==> src/rtl/if_fetch_stage_pkg.sv <==
// Shared definitions for the instruction-fetch stage: FSM states and the
// instruction-word constants used by the fetch logic and the IF/ID register.
package if_fetch_stage_pkg;

  localparam int          INST_W        = 32;
  localparam logic [31:0] HALT_WORD_DEF = 32'hEAFF_FFFF;
  localparam logic [31:0] NOP_WORD      = 32'h0000_0000;

  typedef enum logic {
    RUN  = 1'b0,
    HALT = 1'b1
  } fetch_state_e;

endpackage

==> src/rtl/if_fetch_stage_if_id_reg.sv <==
// IF/ID pipeline register: flush clears it, freeze holds it, otherwise it loads.
module if_id_reg
  import if_fetch_stage_pkg::*;
(
  input  logic              clk,
  input  logic              rst,
  input  logic              freeze,
  input  logic              flush,
  input  logic [31:0]       pc_in,
  input  logic [INST_W-1:0] inst_in,
  input  logic              valid_in,
  output logic [31:0]       pc_out,
  output logic [INST_W-1:0] inst_out,
  output logic              valid_out
);

  logic [31:0]       pc_q, pc_d;
  logic [INST_W-1:0] inst_q, inst_d;
  logic              valid_q, valid_d;

  // Flush outranks freeze so a redirect always kills the held instruction.
  always_comb begin
    pc_d    = pc_q;
    inst_d  = inst_q;
    valid_d = valid_q;
    if (flush) begin
      pc_d    = '0;
      inst_d  = NOP_WORD;
      valid_d = 1'b0;
    end else if (!freeze) begin
      pc_d    = pc_in;
      inst_d  = inst_in;
      valid_d = valid_in;
    end
  end

  always_ff @(posedge clk) begin
    if (rst) begin
      pc_q    <= '0;
      inst_q  <= NOP_WORD;
      valid_q <= 1'b0;
    end else begin
      pc_q    <= pc_d;
      inst_q  <= inst_d;
      valid_q <= valid_d;
    end
  end

  assign pc_out    = pc_q;
  assign inst_out  = inst_q;
  assign valid_out = valid_q;

endmodule

==> src/rtl/if_fetch_stage.sv <==
// Instruction-fetch stage: PC register, redirect mux, halt FSM and delivered
// instruction counter, feeding the IF/ID pipeline register.
module if_fetch_stage
  import if_fetch_stage_pkg::*;
#(
  parameter logic [31:0] RESET_PC  = 32'h0000_0000,
  parameter logic [31:0] HALT_WORD = HALT_WORD_DEF
) (
  input  logic              clk,
  input  logic              rst,
  input  logic              freeze,
  input  logic              branch_taken,
  input  logic [31:0]       branch_addr,
  output logic [31:0]       inst_addr,
  input  logic [INST_W-1:0] inst_in,
  output logic [INST_W-1:0] inst_id,
  output logic [31:0]       pc_id,
  output logic              valid_id,
  output logic              halted,
  output logic [15:0]       fetch_count
);

  fetch_state_e state_q, state_d;
  logic [31:0]  pc_q, pc_d;
  logic [15:0]  cnt_q, cnt_d;
  logic [31:0]  pc_plus4;
  logic         normal_fetch;
  logic         halt_hit;

  assign pc_plus4     = pc_q + 32'd4;
  assign normal_fetch = !branch_taken && !freeze && (state_q == RUN);
  assign halt_hit     = normal_fetch && (inst_in == HALT_WORD);

  always_comb begin
    state_d = state_q;
    pc_d    = pc_q;
    cnt_d   = cnt_q;
    if (branch_taken) begin
      state_d = RUN;
      pc_d    = {branch_addr[31:2], 2'b00};
    end else if (normal_fetch) begin
      if (cnt_q != 16'hFFFF) cnt_d = cnt_q + 16'd1;
      // The halt word is still delivered, but the PC parks on its address.
      if (halt_hit) state_d = HALT;
      else          pc_d    = pc_plus4;
    end
  end

  always_ff @(posedge clk) begin
    if (rst) begin
      state_q <= RUN;
      pc_q    <= RESET_PC;
      cnt_q   <= '0;
    end else begin
      state_q <= state_d;
      pc_q    <= pc_d;
      cnt_q   <= cnt_d;
    end
  end

  if_id_reg u_if_id_reg (
    .clk       (clk),
    .rst       (rst),
    .freeze    (freeze),
    .flush     (branch_taken),
    .pc_in     ((state_q == HALT) ? 32'h0 : pc_plus4),
    .inst_in   ((state_q == HALT) ? NOP_WORD : inst_in),
    .valid_in  (state_q == RUN),
    .pc_out    (pc_id),
    .inst_out  (inst_id),
    .valid_out (valid_id)
  );

  assign inst_addr   = pc_q;
  assign halted      = (state_q == HALT);
  assign fetch_count = cnt_q;

endmodule

==> config.mk <==
export PLATFORM = sky130hd
export DESIGN_NAME = if_fetch_stage
export DESIGN_NICKNAME = d
export VERILOG_FILES = /design/src/rtl/if_fetch_stage_pkg.sv /design/src/rtl/if_fetch_stage_if_id_reg.sv /design/src/rtl/if_fetch_stage.sv
export SDC_FILE = /design/constraint.sdc
export NUM_CORES = 1
export LEC_CHECK = 0
export BUFFER_PORTS_ARGS = -buffer_cell sky130_fd_sc_hd__buf_2
export CAP_MARGIN = 30
export CORE_MARGIN = 3
export CORE_UTILIZATION = 50
export CTS_BUF_LIST = sky130_fd_sc_hd__clkbuf_8 sky130_fd_sc_hd__clkbuf_16
export CTS_CLUSTER_SIZE = 14
export DETAILED_ROUTE_END_ITERATION = 10
export PLACE_DENSITY = 0.78
export SYNTH_ARGS = -nofsm -noshare
export SYNTH_HDL_FRONTEND = slang
export SYNTH_SLANG_ARGS = --single-unit
==> constraint.sdc <==
create_clock -name clk -period 2.35 [get_ports clk]
set_clock_uncertainty 0.05 [all_clocks]
set_input_delay 0.3525 -clock clk [delete_from_list [all_inputs] [get_ports clk]]
set_output_delay 0.3525 -clock clk [all_outputs]
set_load 0.05 [all_outputs]
==> results of run 1 <==
==> registers in the layout, indices dropped and copies added (netlist names) <==
name,flops
u_if_id_reg.valid_out,1
u_if_id_reg.inst_out,32
fetch_count,16
inst_addr,30
u_if_id_reg.pc_out,30
halted,1
==> report_power, final <==
| group | leakage, nW | internal [mW] | switching (mW) |
|---|---|---|---|
| clock | 0.112 | 0.607 | 0.626 |
| combinational | 1.76 | 0.209 | 0.483 |
| sequential | 0.898 | 1.93 | 0.0658 |
| total | 2.77 | 2.74 | 1.17 |
==> critical path: stages (launching register included) <==
cell and delay, ps:
sky130_fd_sc_hd__dfxtp_1 470, sky130_fd_sc_hd__nand3_1 190, sky130_fd_sc_hd__or4_1 600, sky130_fd_sc_hd__o31a_1 370, sky130_fd_sc_hd__o31ai_1 230, sky130_fd_sc_hd__o21ai_1 80
==> cell type report <==
cell class / instances / share of cell area (%)
clock buffer: 13 / 2.72
clock inverter: 2 / 0.589
inverter: 7 / 0.399
multi-input combinational: 477 / 43.0
sequential: 110 / 33.6
tap: 133 / 2.53
timing repair buffer: 206 / 17.2
==> through the flow <==
stage	setup slack, ps	instances
after CTS	280	948
after detailed placement	187	933
after global routing	103	948
after global placement	220	933
after floorplan	-14.3	647
final	251	948
==> path summary, 6_finish.rpt <==
path                               start                 endpoint  slack, ps
hold / removal                inst_in[9]  u_if_id_reg.inst_out[9]        180
setup reg to reg           inst_addr[15]            inst_addr[31]        250
setup / recovery           inst_addr[15]            inst_addr[31]        250
hold reg to reg   u_if_id_reg.pc_out[17]   u_if_id_reg.pc_out[17]        390
==> per-layer routing <==
| layer | share of wire [%] | routed length (microns) | track usage [%] |
|---|---|---|---|
| met4 | 2.4 | 383 | 11.6 |
| met1 | 40 | 6430 | 33.4 |
| met3 | 8.3 | 1330 | 4.90 |
| met2 | 50 | 8000 | 46.0 |
| met5 | 0 | 0 | 0 |
==> kinds of logic (layout without fill, tap and decap cells) <==
logic type	count (synthesis)	after routing
compound gates	170	170
xor+xnor	36	36
fa+ha+maj	2	2
buf+inv	60	228
flops	110	110
mux	4	4
other cells	1	4
simple gates	261	261
==> cell usage in the layout, fill, tap and decap left out, types with 24 or more instances in the layout <==
cell                        n
sky130_fd_sc_hd__xnor2_1   24
sky130_fd_sc_hd__buf_2    175
sky130_fd_sc_hd__dfxtp_1  103
sky130_fd_sc_hd__o21ai_0   30
sky130_fd_sc_hd__nor2_1    70
sky130_fd_sc_hd__a21oi_1   36
sky130_fd_sc_hd__nand4_1   25
sky130_fd_sc_hd__a22oi_1   43
sky130_fd_sc_hd__nand2_1   68
sky130_fd_sc_hd__buf_4     29
sky130_fd_sc_hd__nand3_1   24
==> reports/results.ini, run 1 <==
[hold_path]
hold_path_class=in2reg
hold_depth=3

[timing]
timing.slew.headroom_pct=58.3
rsz0062_at_grt=false
report.final.hold_viol_count=0
timing_worst_slew_pin_value_ps=621
finalCriticalPeriod_ps=2100
finalMaxSlewViolations=0
hold_slack_ps=177
min_period_over_period_pct=89.3
clock.fmax_mhz=476
timing.setup.tns_ps=0
final-setup-viol-count=0

[yosys]
share_of_flip_flops_with_an_asynchronous_set_or_reset_after_synthesis_pct=0
netlist_instances=644
synth_enable_flop_cells=0
synth.top_cells.by_count=110 x sky130_fd_sc_hd__dfxtp_1, 71 x sky130_fd_sc_hd__nor2_1, 68 x sky130_fd_sc_hd__nand2_1
synth_top_family_by_area=simple AND/OR/NAND/NOR gates
synth-seq-cells=110
cell_with_the_most_instances_after_synthesis=sky130_fd_sc_hd__dfxtp_1
synth_cell_types=57
synth-xor-area-share_pct=6.00
syn_avg_cell_area_sq_um=8.16
yosysWarnings=0
synth.yosys.seq_area_share_pct=41.9
synth_compound_gate_area_share_pct=21.7
synth_fa_ha_area_share_pct=0.476
synth.area.mux_share_pct=0.762
yosysTopAreaCell=sky130_fd_sc_hd__dfxtp_1
synthFlopType=sky130_fd_sc_hd__dfxtp_1
yosys-top-cells-area=sky130_fd_sc_hd__dfxtp_1 42%, sky130_fd_sc_hd__a22oi_1 6.1%, sky130_fd_sc_hd__nor2_1 5.1%
synth_simple_gate_area_share_pct=24.3
synthesis.area_sq_um=5260
synth.top_cell.area_share_pct=41.9

[finish]
flow.area_growth_from_synthesis_pct=25.2
multi_input_area_sq_um=2830
n_antenna_cell=0
n_fill_cell=874
post-route-cell-area_sq_um=6590
register_area_sq_um=2210
final_util_pct=65.9
final_net_count=881
drive_gt1_share_pct=29.1

[status]
run_status=finished clean

[floorplanning]
coreArea_sq_um=10000
chipHeight_microns=109
floorplan.die_area_sq_um=11800
design.portCount=182
start_util_pct=52.6
num_rows=36
dieWidth_microns=109

[global_routing]
track_usage_pct=27.0
wire_length_of_the_first_global_routing_pass_microns=25600
antenna_found_initial=0
first_global_vias=5362
overflow=0
grt_start_max_net_pins=63

[power]
power.density_nw_per_um2=595
total_power_mw=3.92
irDropWorstVdd_mv=0.325
power_leakage_nw=2.77

[clock_network]
insertion_delay_ps=370
clock_tree_from_tritoncts=built
cts-buffers-inserted=9
clk_transition_reported_paths_ps=100
clock_sink_count=110
htree_num_levels=3
cts-resized-gates=0
ctsLongestPathBuffers=2
clock_tree.root_cell=sky130_fd_sc_hd__clkbuf_8
cts.repair_timing.setup_buffer_count=0
cts_hold_repair_buffers=0

[routing]
first_iter_violations=435
post-route-drc-count=0
route.vias.total=5647
antenna_left=0
drt-wirelength-per-cell_microns=17.0
firstDrtPassIters=5
routed_via_density=5.96
finalWirelength_microns=16200

[critical_path]
path_class=reg2reg
endpoint_kind=flip-flop
critPathRequiredTime_ps=2570
cp_data_arrival_time_ps=2320
path_max_fanout=8
crit_path_start_kind=flip-flop
timing.reg2reg.worst_path_depth=5

[placed_design]
placed_area_sq_um=6370
globalplace.congestion=0.922
port_buffers=175
post-dp-hpwl_microns=11600

[job]
max-cap-violations=0

Power figures use the tool's default switching activity.
==> run 2: changes to the inputs <==
- CORE_UTILIZATION: 50 -> 54
- PLACE_DENSITY: 0.78 -> 0.83
- clock period: 2.35 -> 2.7 ns (I/O delays scaled with it)
==> reports/results.ini, run 2 (synthesized netlist as in run 1, its figures left out) <==
[floorplanning]
num_rows=35  ; -2.8%
chipHeight_microns=105  ; -3.6%
floorplan.die_area_sq_um=11000  ; -7.0%
coreArea_sq_um=9370  ; -6.3%
start_util_pct=56.1  ; +3.5 points
dieWidth_microns=105  ; -3.6%
design.portCount=182  ; unchanged

[clock_network]
clock_tree.root_cell=sky130_fd_sc_hd__clkbuf_8
ctsLongestPathBuffers=2  ; unchanged
htree_num_levels=3  ; unchanged
cts-resized-gates=0  ; unchanged
clk_transition_reported_paths_ps=110  ; about the same
cts_hold_repair_buffers=0  ; unchanged
clock_sink_count=110  ; unchanged
clock_tree_from_tritoncts=built
cts.repair_timing.setup_buffer_count=0  ; unchanged
cts-buffers-inserted=9  ; unchanged
insertion_delay_ps=360  ; about the same

[routing]
drt-wirelength-per-cell_microns=16.9  ; -0.83%
finalWirelength_microns=15700  ; -2.6%
antenna_left=0  ; unchanged
detail_route.wirelength.met1_microns=6240  ; -3.0%
metal3_wl_microns=1510  ; +13%
firstDrtPassIters=5  ; unchanged
routed_via_density=6.02  ; +1.0%
detailroute.wirelength.met2_microns=7400  ; -7.5%
route.vias.total=5601  ; -0.81%
first_iter_violations=393  ; -9.7%
post-route-drc-count=0  ; unchanged
topRoutingLayerUsed=met5

[timing]
final-setup-viol-count=0  ; unchanged
finalCriticalPeriod_ps=2270  ; +172 ps
rsz0062_at_grt=false
timing.slew.headroom_pct=51.2  ; -7.1 points
timing_worst_slew_pin_value_ps=732  ; +111 ps
finalMaxSlewViolations=0  ; unchanged
report.final.hold_viol_count=0  ; unchanged
timing.setup.tns_ps=0  ; unchanged
min_period_over_period_pct=84.1  ; -5.2 points
clock.fmax_mhz=440  ; -7.6%
worst_slack_ps=429  ; +178 ps

[power]
p_switching_mw=1.05  ; -11%
power.density_nw_per_um2=514  ; -14%
total_power_mw=3.29  ; -16%
power_leakage_nw=2.68  ; -3.3%
irDropWorstVdd_mv=0.329  ; +1.4%
clock_power_share_pct=29.6  ; -1.9 points
sequentialPowerShare_pct=52.9  ; +2.0 points
sw_frac_of_total_pct=31.9  ; +1.9 points
cell_internal_pwr_mw=2.24  ; -18%
share_comb_of_total_power_pct=17.5  ; -0.2 points

[finish]
largest_register_ffs=32  ; unchanged
n_fill_cell=843  ; -3.5%
final_cell_mix=175 x sky130_fd_sc_hd__buf_2, 110 x sky130_fd_sc_hd__dfxtp_1, 70 x sky130_fd_sc_hd__nor2_1
register_area_sq_um=2200  ; -0.40%
flow.area_growth_from_synthesis_pct=21.9
drive_gt1_share_pct=26.9  ; -2.1 points
final_util_pct=68.4  ; +2.5 points
multi_input_area_sq_um=2820  ; -0.22%
mostFrequentLayoutCell=sky130_fd_sc_hd__buf_2
n_antenna_cell=0  ; unchanged
final_net_count=867  ; -1.6%

[critical_path]
endpoint_kind=flip-flop
critPathRequiredTime_ps=2910  ; +340 ps
crit_path_start_kind=flip-flop
critical_path_cell_by_cell=nand2_1 -> or4_1 -> o31a_1 -> o31ai_1 -> o21ai_1
crit_slowest_cell=sky130_fd_sc_hd__or4_1
path_max_fanout=8  ; unchanged
critical-path-max-stage-delay_ps=670  ; +70 ps
path_class=reg2reg
cp_data_arrival_time_ps=2480  ; +160 ps

[job]
max-cap-violations=0  ; unchanged

[placed_design]
port_buffers=175  ; unchanged
pre_cts_ws_ps=361  ; +174 ps
post-dp-hpwl_microns=11500  ; -1.3%
globalplace.congestion=0.930  ; +0.85%

[global_routing]
first_global_vias=5447  ; +1.6%
track_usage_pct=28.2  ; +1.2 points
overflow=0  ; unchanged
wire_length_of_the_first_global_routing_pass_microns=25900  ; +1.1%
antenna_found_initial=2  ; +2
grt_start_max_net_pins=50  ; -21%

[hold_path]
hold_path_class=in2reg

[status]
run_status=finished clean

-- run 2: cell count changes in the layout (fill, tap and decap cells not counted), sizes merged --
cell    delta
inv        +3
bufinv     -1
clkinv     +1
clkbuf     -2
buf       -14
-- run 2: metal layers --
metal	up-vias	global-route usage [%]
met4	4	13.8
met1	2601	34.4
li1	2653	-
met5	-	0
met2	291	46.0
met3	52	7.78
-- run 2: worst max-delay path, delay by kind of cell (launching register included) --
| kind | cells | cell delay [ps] |
|---|---|---|
| and+or+nand+nor | 2 | 920 |
| DFF | 1 | 510 |
| AOI/OAI and AO/OA | 3 | 670 |
-- run 2: area by class of cell --
class                      instances  share of cell area, %
multi-input combinational        477                   44.1
sequential                       110                   34.4
timing repair buffer             192                   15.7
tap                              129                   2.52
clock buffer                      11                   2.36
clock inverter                     5                  0.625
inverter                           7                  0.410
-- run 2: stage by stage --
stage	instance area [sq um]	hold WS, ps	instances
after floorplan	5270	499	647
after global placement	6220	381	915
after detailed placement	6220	388	915
after CTS	6410	223	931
after global routing	6410	217	931
final	6410	230	931
-- run 2: power groups by stage --
stage,Combinational (mW),Clock [mW],Sequential [mW]
2_1_floorplan,0.231,0,1.94
3_3_place_gp,0.559,0,1.77
3_5_place_dp,0.570,0,1.78
4_1_cts,0.572,0.986,1.74
5_1_grt,0.614,1.05,1.75
6_report,0.574,0.975,1.74
-- run 2: worst paths after layout --
| path | startpoint | to | slack [ps] | depth (start not counted) |
|---|---|---|---|---|
| worst max-delay path | inst_addr[13] | inst_addr[31] | 430 | 5 |
| worst min-delay path | inst_in[23] | u_if_id_reg.inst_out[23] | 230 | 3 |
| worst max register to register | inst_addr[13] | inst_addr[31] | 430 | 5 |
| worst min register to register | u_if_id_reg.pc_out[17] | u_if_id_reg.pc_out[17] | 400 | 2 |
